===== src/rtl/bitonic_pkg.sv =====
// Schedule helpers for the bitonic sorting network: stage count, pair partner and
// per-pair sort direction, all evaluated at elaboration time.
package bitonic_pkg;

    function automatic int log2(input int n);
        int r;
        r = 0;
        for (int k = 1; k < n; k = k * 2) r++;
        return r;
    endfunction

    function automatic int num_stages(input int depth);
        int l;
        l = log2(depth);
        return l * (l + 1) / 2;
    endfunction

    // Stages are enumerated merge level p = 0..L-1, then distance 2^q for q = p..0.
    function automatic int stage_level(input int depth, input int stage);
        int k;
        int lvl;
        k   = 0;
        lvl = 0;
        for (int p = 0; p < log2(depth); p++) begin
            for (int q = p; q >= 0; q--) begin
                if (k == stage) lvl = p;
                k++;
            end
        end
        return lvl;
    endfunction

    function automatic int stage_shift(input int depth, input int stage);
        int k;
        int sh;
        k  = 0;
        sh = 0;
        for (int p = 0; p < log2(depth); p++) begin
            for (int q = p; q >= 0; q--) begin
                if (k == stage) sh = q;
                k++;
            end
        end
        return sh;
    endfunction

    function automatic int partner(input int depth, input int stage, input int i);
        return i ^ (1 << stage_shift(depth, stage));
    endfunction

    // 1 = this pair sorts descending within its bitonic block.
    function automatic bit dir(input int depth, input int stage, input int i);
        return ((i >> (stage_level(depth, stage) + 1)) & 1) != 0;
    endfunction

endpackage


===== src/rtl/bitonic_cas.sv =====
// One compare-and-swap cell. Key is {value, original index}, so the order is total
// and ties between equal values resolve deterministically by index.
module bitonic_cas #(
    parameter int WIDTH  = 32,
    parameter int IW     = 3,
    parameter bit SIGNED = 1'b1
) (
    input  logic [WIDTH+IW-1:0] a,
    input  logic [WIDTH+IW-1:0] b,
    input  logic                desc,
    output logic [WIDTH+IW-1:0] lo,
    output logic [WIDTH+IW-1:0] hi
);
    typedef struct packed {
        logic [WIDTH-1:0] val;
        logic [IW-1:0]    idx;
    } elem_t;

    elem_t ea;
    elem_t eb;
    logic  a_gt_b;
    logic  swap;

    assign ea = a;
    assign eb = b;

    always_comb begin
        if (ea.val != eb.val) begin
            if (SIGNED) a_gt_b = $signed(ea.val) > $signed(eb.val);
            else        a_gt_b = ea.val > eb.val;
        end else begin
            a_gt_b = ea.idx > eb.idx;
        end
    end

    // Keys are never equal, so XOR with desc is an exact direction flip.
    assign swap = a_gt_b ^ desc;
    assign lo   = swap ? b : a;
    assign hi   = swap ? a : b;

endmodule


===== src/rtl/bitonic_sort_stream.sv =====
// Fully pipelined bitonic sorter with argsort indices, per-vector direction, tag sideband
// and a single global stall enable driven by output backpressure.
module bitonic_sort_stream
    import bitonic_pkg::*;
#(
    parameter int WIDTH  = 32,
    parameter int DEPTH  = 8,
    parameter bit SIGNED = 1'b1,
    parameter int TAG_W  = 4
) (
    input  logic                                    clk,
    input  logic                                    rst_n,
    input  logic                                    in_valid,
    output logic                                    in_ready,
    input  logic [DEPTH-1:0][WIDTH-1:0]             in_data,
    input  logic                                    in_desc,
    input  logic [TAG_W-1:0]                        in_tag,
    output logic                                    out_valid,
    input  logic                                    out_ready,
    output logic [DEPTH-1:0][WIDTH-1:0]             out_data,
    output logic [DEPTH-1:0][$clog2(DEPTH)-1:0]     out_idx,
    output logic                                    out_desc,
    output logic [TAG_W-1:0]                        out_tag
);
    localparam int IW     = $clog2(DEPTH);
    localparam int EW     = WIDTH + IW;
    localparam int NSTAGE = num_stages(DEPTH);

    if (DEPTH < 2 || (DEPTH & (DEPTH - 1)) != 0) begin : g_bad_depth
        $error("bitonic_sort_stream: DEPTH must be a power of 2 and >= 2");
    end

    logic                                en;
    logic [NSTAGE-1:0]                   rank_valid;
    logic [NSTAGE-1:0]                   rank_desc;
    logic [NSTAGE-1:0][TAG_W-1:0]        rank_tag;
    logic [NSTAGE-1:0][DEPTH-1:0][EW-1:0] rank_data;

    logic [NSTAGE-1:0]                   stage_valid;
    logic [NSTAGE-1:0]                   stage_desc;
    logic [NSTAGE-1:0][TAG_W-1:0]        stage_tag;
    logic [NSTAGE-1:0][DEPTH-1:0][EW-1:0] stage_in;
    logic [NSTAGE-1:0][DEPTH-1:0][EW-1:0] stage_out;

    assign en       = !out_valid || out_ready;
    assign in_ready = en;

    // Stage 0 works on the raw inputs; every later stage reads the previous rank.
    for (genvar i = 0; i < DEPTH; i++) begin : g_load
        assign stage_in[0][i] = {in_data[i], IW'(i)};
    end
    assign stage_valid[0] = in_valid;
    assign stage_desc[0]  = in_desc;
    assign stage_tag[0]   = in_tag;

    for (genvar s = 1; s < NSTAGE; s++) begin : g_link
        assign stage_in[s]    = rank_data[s-1];
        assign stage_valid[s] = rank_valid[s-1];
        assign stage_desc[s]  = rank_desc[s-1];
        assign stage_tag[s]   = rank_tag[s-1];
    end

    for (genvar s = 0; s < NSTAGE; s++) begin : g_stage
        for (genvar i = 0; i < DEPTH; i++) begin : g_pair
            if (partner(DEPTH, s, i) > i) begin : g_cas
                localparam int J   = partner(DEPTH, s, i);
                localparam bit DIR = dir(DEPTH, s, i);
                bitonic_cas #(
                    .WIDTH  (WIDTH),
                    .IW     (IW),
                    .SIGNED (SIGNED)
                ) u_cas (
                    .a    (stage_in[s][i]),
                    .b    (stage_in[s][J]),
                    .desc (DIR ^ stage_desc[s]),
                    .lo   (stage_out[s][i]),
                    .hi   (stage_out[s][J])
                );
            end
        end
    end

    // NOTE: data ranks are reset along with valid so outputs read as zero after reset.
    always_ff @(posedge clk or negedge rst_n) begin
        if (!rst_n) begin
            rank_valid <= '0;
            rank_desc  <= '0;
            rank_tag   <= '0;
            rank_data  <= '0;
        end else if (en) begin
            rank_valid <= stage_valid;
            rank_desc  <= stage_desc;
            rank_tag   <= stage_tag;
            rank_data  <= stage_out;
        end
    end

    assign out_valid = rank_valid[NSTAGE-1];
    assign out_desc  = rank_desc[NSTAGE-1];
    assign out_tag   = rank_tag[NSTAGE-1];

    for (genvar i = 0; i < DEPTH; i++) begin : g_out
        assign out_data[i] = rank_data[NSTAGE-1][i][EW-1:IW];
        assign out_idx[i]  = rank_data[NSTAGE-1][i][IW-1:0];
    end

endmodule


===== config.mk =====
export PLATFORM = sky130hd
export DESIGN_NAME = bitonic_sort_stream
export DESIGN_NICKNAME = d
export VERILOG_FILES = /design/src/rtl/bitonic_pkg.sv /design/src/rtl/bitonic_cas.sv /design/src/rtl/bitonic_sort_stream.sv
export SDC_FILE = /design/constraint.sdc
export NUM_CORES = 2
export LEC_CHECK = 0
export ABC_AREA = 1
export CELL_PAD_IN_SITES_DETAIL_PLACEMENT = 2
export CELL_PAD_IN_SITES_GLOBAL_PLACEMENT = 2
export CORE_MARGIN = 1.5
export CORE_UTILIZATION = 38
export CTS_CLUSTER_SIZE = 25
export DETAILED_ROUTE_END_ITERATION = 8
export PLACE_DENSITY_LB_ADDON = 0.1
export SYNTH_ARGS = -nofsm -noshare
export SYNTH_HDL_FRONTEND = slang
export SYNTH_SLANG_ARGS = --single-unit

===== constraint.sdc =====
create_clock -name clk -period 6.2 [get_ports clk]
set_input_delay 1.24 -clock clk [delete_from_list [all_inputs] [get_ports clk]]
set_output_delay 1.24 -clock clk [all_outputs]
set_load 0.01 [all_outputs]

# ---- After elaboration in Yosys (flattened, before gate mapping)
# Index checks and enable logic that the tools add are counted.
dict set report totals {
  input_bits 265
  word_cells 225
  reg_bits 1716
  out_inout_bits 287
}
dict set report classes {
  n_eq_ne 24
  order_cmp 44
  n_mux 72
  bitwise 27
  n_reduce_logical 2
}
# op n
set ops {}
lappend ops {{35-bit two-way mux} 48}
lappend ops {{32-bit greater-than comparator} 24}
lappend ops {{32-bit != test} 24}
lappend ops {{3-bit greater-than comparator} 20}
lappend ops {{1-bit two-way mux} 24}
lappend ops {{1-bit bitwise XOR} 24}
lappend ops {{1-bit NOT} 3}
lappend ops {{1-bit zero test} 1}
lappend ops {{1-bit logical OR} 1}

# ---- Depth between registers and ports, before layout
dict set report depth {
  word_depth 4
  ltp_mapped 23
  mapped_depth_nobuf 21
}

# ---- Modules after synthesis
# Synthesis repeated with hierarchy kept, for this count alone.
dict set report unflattened {
  hier_cells 17469
  area_unflattened_um2 122754.0
}
# module cells_each area_per_inst_um2 seq_area_each_um2 n_inst
set by_module_without_submodules {}
lappend by_module_without_submodules {bitonic_sort_stream 7725 69452.9 42941.2 1}
lappend by_module_without_submodules {bitonic_cas 406 2220.9 0.0 24}

# ---- Worst setup path after synthesis
# Ideal clock, no wire load.
dict set report synth_timing {
  kind {input to output}
  startpoint {in out_ready}
  endpoint {out in_ready}
  stages 4
  setup_slack_ps 2949
  arrival_time_ps 2011
  required_time_ps 4960
  n_path_buf 2
  cell_sequence {nor2_1 > inv_2 > clkbuf_1 > buf_1}
}
dict set report synth_via {
  elab_chain_cells 1
}
# element line
set synth_lines {}
lappend synth_lines {{start: declaration} bitonic_sort_stream.sv:19} ;# input logic out_ready,
lappend synth_lines {{1-bit logical OR} bitonic_sort_stream.sv:45} ;# assign en = !out_valid || out_ready;
lappend synth_lines {{end: declaration} bitonic_sort_stream.sv:14} ;# output logic in_ready,
# No other way between the ends.

# ---- Final worst setup path
dict set report layout_timing {
  startpoint {in in_data[187] (netlist bit)}
  endpoint {reg rank_data[155] (netlist bit)}
}
dict set report layout_via {
  elab_chain_cells 4
  elab_cells_between_ends 5
  classes_between {order compare (1); eq/ne (1); mux (2); bitwise (1)}
}
# element line
set layout_lines {}
lappend layout_lines {{start: declaration} bitonic_sort_stream.sv:15} ;# input logic [DEPTH-1:0][WIDTH-1:0] in_data,
lappend layout_lines {{32-bit greater-than comparator / 32-bit != test (equally long branches)} {bitonic_cas.sv:29, bitonic_cas.sv:28}}
lappend layout_lines {{1-bit two-way mux *} bitonic_cas.sv:28} ;# if (ea.val != eb.val) begin
lappend layout_lines {{1-bit bitwise XOR *} bitonic_cas.sv:37} ;# assign swap = a_gt_b ^ desc;
lappend layout_lines {{35-bit two-way mux *} bitonic_cas.sv:38} ;# assign lo = swap ? b : a;
lappend layout_lines {{end signal: assignment} bitonic_sort_stream.sv:94} ;# rank_data <= stage_out;
lappend layout_lines {{end: declaration} bitonic_sort_stream.sv:37} ;# logic [NSTAGE-1:0][DEPTH-1:0][EW-1:0] rank_data;
# Mark *: on every way between the ends. The rest lies on a longest branch, timed or not.
# A chain may end at the register's enable or synchronous reset.

==> impl_metrics.csv <==
group,metric,value,unit
drt,vias_per_cell,5.66,
critical_path,cp_data_required_time,7030,ps
yosys,syn-instance-count,15000,
timing,drv_slew,0,
clock_network,clock_sink_count,1691,
critical_path,end_kind,"flip-flop",
timing,final_hold_viol_count,0,
clock_network,post_cts_buffers,0,
run_status,status,"complete, no violations",
drt,wl_met3,21600,um
timing,timing.fmax,220,MHz
yosys,avgSynthCellArea,7.12,um^2
clock_network,insertion_delay,920,ps
critical_path,cp_cell_sequence,"clkdlybuf4s50_1 > inv_1 > ha_1 > nand2_1 > nor2_1 > nand2_1 > nor4_1 > nand4_1 > nand3_1 > nand2_1 > nand2_2 > buf_4 > nand3_1 > nand3_1",
clock_network,cts_tree,"yes",
yosys,syn-cell-area,106000,um^2
clock_network,cts.path.max_buffers,4,
timing,setup_tns,0,ps
yosys,synth-seq-cells,1691,
drt,via_count,107000,
timing,slew_headroom,7.00,%
final_layout,drive_above_1_share,3.92,%
critical_path,crit_fanout,34,
drt,dr.pass1.iters,6,
global_routing,gr-total-overflow,0,
drt,met2RoutedLength,235000,um
yosys,yosys_warnings,0,
timing,setup_viol,0,
final_layout,fillers,32500,
global_routing,grt_max_degree,222,
floorplanning,ios,552,
floorplanning,dieWidth,532,um
final_layout,area_growth,14.0,%
critical_path,cp.arrival,5390,ps
timing,tightest_slew,1400,ps
final_layout,finalNetCount,16000,
drt,drtIter0Drc,6953,
critical_path,cp_slowest_cell,"nor4_1",
global_routing,grt_pass1_vias,115000,
job,maxCapViolCount,0,
placed_design,numPortBuffers,551,
placed_design,dp_hpwl,384000,um
drt,drt_wl_total,501000,um
clock_network,cts_buffers,210,
floorplanning,rows,194,
clock_network,path_clk_slew,60,ps
floorplanning,fp.dieH,532,um
yosys,ys_seq_area_share,39.7,%
yosys,synthArstFlopShare,100,%
global_routing,grt_pass1_wl,751000,um
yosys,yosysUniqueCellTypes,46,
critical_path,path_class,"in2reg",
floorplanning,start_util,38.1,%
min_path,hp-class,"in2async",
drt,drt-met1-wl,216000,um
clock_network,post_cts_resized,0,
yosys,synth_flop_cell,"dfrtp_1",
timing,rsz0062_at_grt,"no",
timing,clock_skew,43.1,ps
clock_network,root_buffer,"clkbuf_16",
drt,top_layer_used,"met5",
timing,min_period_over_period,73.4,%
yosys,synth_nets,16000,
timing,fin_crit,4550,ps
clock_network,hold_buffers,0,
critical_path,cpPeakStageDelay,840,ps
placed_design,place_congestion,0.949,
floorplanning,dieArea,283000,um^2
drt,post_drt_wl_per_cell,26.6,um
drt,drc,0,
global_routing,antenna_found_initial,24,
yosys,synth_edf_count,0,
global_routing,track_usage,34.7,%
drt,antenna_left,0,
floorplanning,core,279000,um^2
critical_path,critPathLaunchType,"input pin",
clock_network,cts_max_level,4,
## final timing paths
path	startpoint	end	slack (ps)	cells after the start
hold / removal	rst_n	out_data[185]$_DFFE_PN0P_	250	1
hold reg to reg	rank_data[743]$_DFFE_PN0P_	rank_data[743]$_DFFE_PN0P_	480	2
setup reg to reg	rank_data[395]$_DFFE_PN0P_	rank_data[697]$_DFFE_PN0P_	1780	11
max in group asynchronous	rst_n	rank_data[195]$_DFFE_PN0P_	4250	3
setup / recovery	in_data[187]	rank_data[155]$_DFFE_PN0P_	1650	14
min in group clk	rank_data[743]$_DFFE_PN0P_	rank_data[743]$_DFFE_PN0P_	480	2
## stage by stage
step / setup slack (ps) / util, % / instances / instance area, um^2 / hold slack [ps]
after floorplan: 2950 / - / 15000 / 106000 / 440
after global placement: 893 / 40.9 / 18500 / 114000 / 452
after detailed placement: 598 / 40.9 / 18500 / 114000 / 463
after CTS: 1490 / 43.5 / 18800 / 121000 / 268
after global routing: 1400 / 43.5 / 18800 / 121000 / 308
final: 1650 / 43.5 / 18800 / 121000 / 252
## cells in the mapped netlist, types with 3 or more instances
cell      number  area [um^2]
nor3b_2        3         37.5
o21bai_1       9         67.6
a211oi_1       5         37.5
ha_1         813        10200
a21o_1        10         75.1
nand3b_1       4         30.0
nor4_1         6         37.5
buf_2        293         1470
nand2_1     4931        18500
o21ai_0      120          601
o21a_1        56          420
buf_4         34          255
a21oi_1      378         1890
inv_1       1663         6240
nand3_2       16          160
nor2_2         3         18.8
buf_6         19          214
nand3_1     3957        19800
nor3_1        22          110
buf_1        116          435
nor2_1       190          713
or2_1          6         37.5
dfrtp_1     1691        42300
o22ai_1        8         50.1
nor4_2        11          138
nand4_1       88          551
clkinv_1       5         18.8
inv_2          5         18.8
nand2_2       20          125
clkbuf_1     461         1730
o21ai_1        3         15.0
## per-layer routing
metal	global-route usage [%]	vias to the layer above
li1	-	48400
met4	17.5	18
met2	57.2	2349
met1	44.7	55200
met5	0	-
met3	4.33	732
## worst max-delay path: cells and delay by family
family,cells,cell delay (ps)
fa+ha+maj,1,280
buf+inv,3,1040
simple gates,10,2820
## registers in the layout, summed over array words and instances (netlist names)
register / cells
rank_data: 1375
out_data: 256
out_idx: 24
rank_tag: 20
rank_desc: 6
rank_valid: 6
out_tag: 4
## cell type report
cell class / instances / area, um^2 / share of cell area [%]
multi-input cells: 10700 / 54000 / 44.5
flip-flops and latches: 1691 / 42300 / 34.9
repair buffers: 694 / 7020 / 5.78
inverters: 1673 / 6290 / 5.18
clock buffers: 296 / 6040 / 4.98
well taps: 3724 / 4660 / 3.84
clock inverters: 83 / 1070 / 0.885
diodes: 10 / 25.0 / 0.0206
## cell families (layout without fill, tap and decap cells)
| group | count (synthesis) | after routing | synth area share (%) |
|---|---|---|---|
| other | 0 | 10 | 0 |
| AND/OR/NAND/NOR | 9270 | 9270 | 37.9 |
| AO/OA/AOI/OAI | 595 | 595 | 3.01 |
| buffers and inverters | 2596 | 2746 | 9.75 |
| flip-flops | 1691 | 1691 | 39.7 |
| adder cells (fa/ha/maj) | 813 | 813 | 9.55 |
## cells in the final DEF (no fill, tap or decap), drive strengths merged, types with 2 or more instances in the layout
cell type | synthesis | layout
a211oi | 5 | 5
a21o | 10 | 10
a21oi | 378 | 378
a31oi | 2 | 2
and2 | 2 | 2
buf | 462 | 144
bufinv | 0 | 20
clkbuf | 461 | 296
clkdlybuf4s50 | 0 | 550
clkinv | 5 | 57
clkinvlp | 0 | 6
dfrtp | 1691 | 1691
diode | 0 | 10
ha | 813 | 813
inv | 1668 | 1673
nand2 | 4952 | 4952
nand3 | 3975 | 3975
nand3b | 5 | 5
nand4 | 88 | 88
nor2 | 194 | 194
nor3 | 22 | 22
nor3b | 4 | 4
nor4 | 18 | 18
o21a | 56 | 56
o21ai | 123 | 123
o21bai | 9 | 9
o22ai | 8 | 8
or2 | 8 | 8
Power is left out: the tool's default activity adds up to more than one toggle a clock period on the data nets, which glitch-free logic cannot reach.
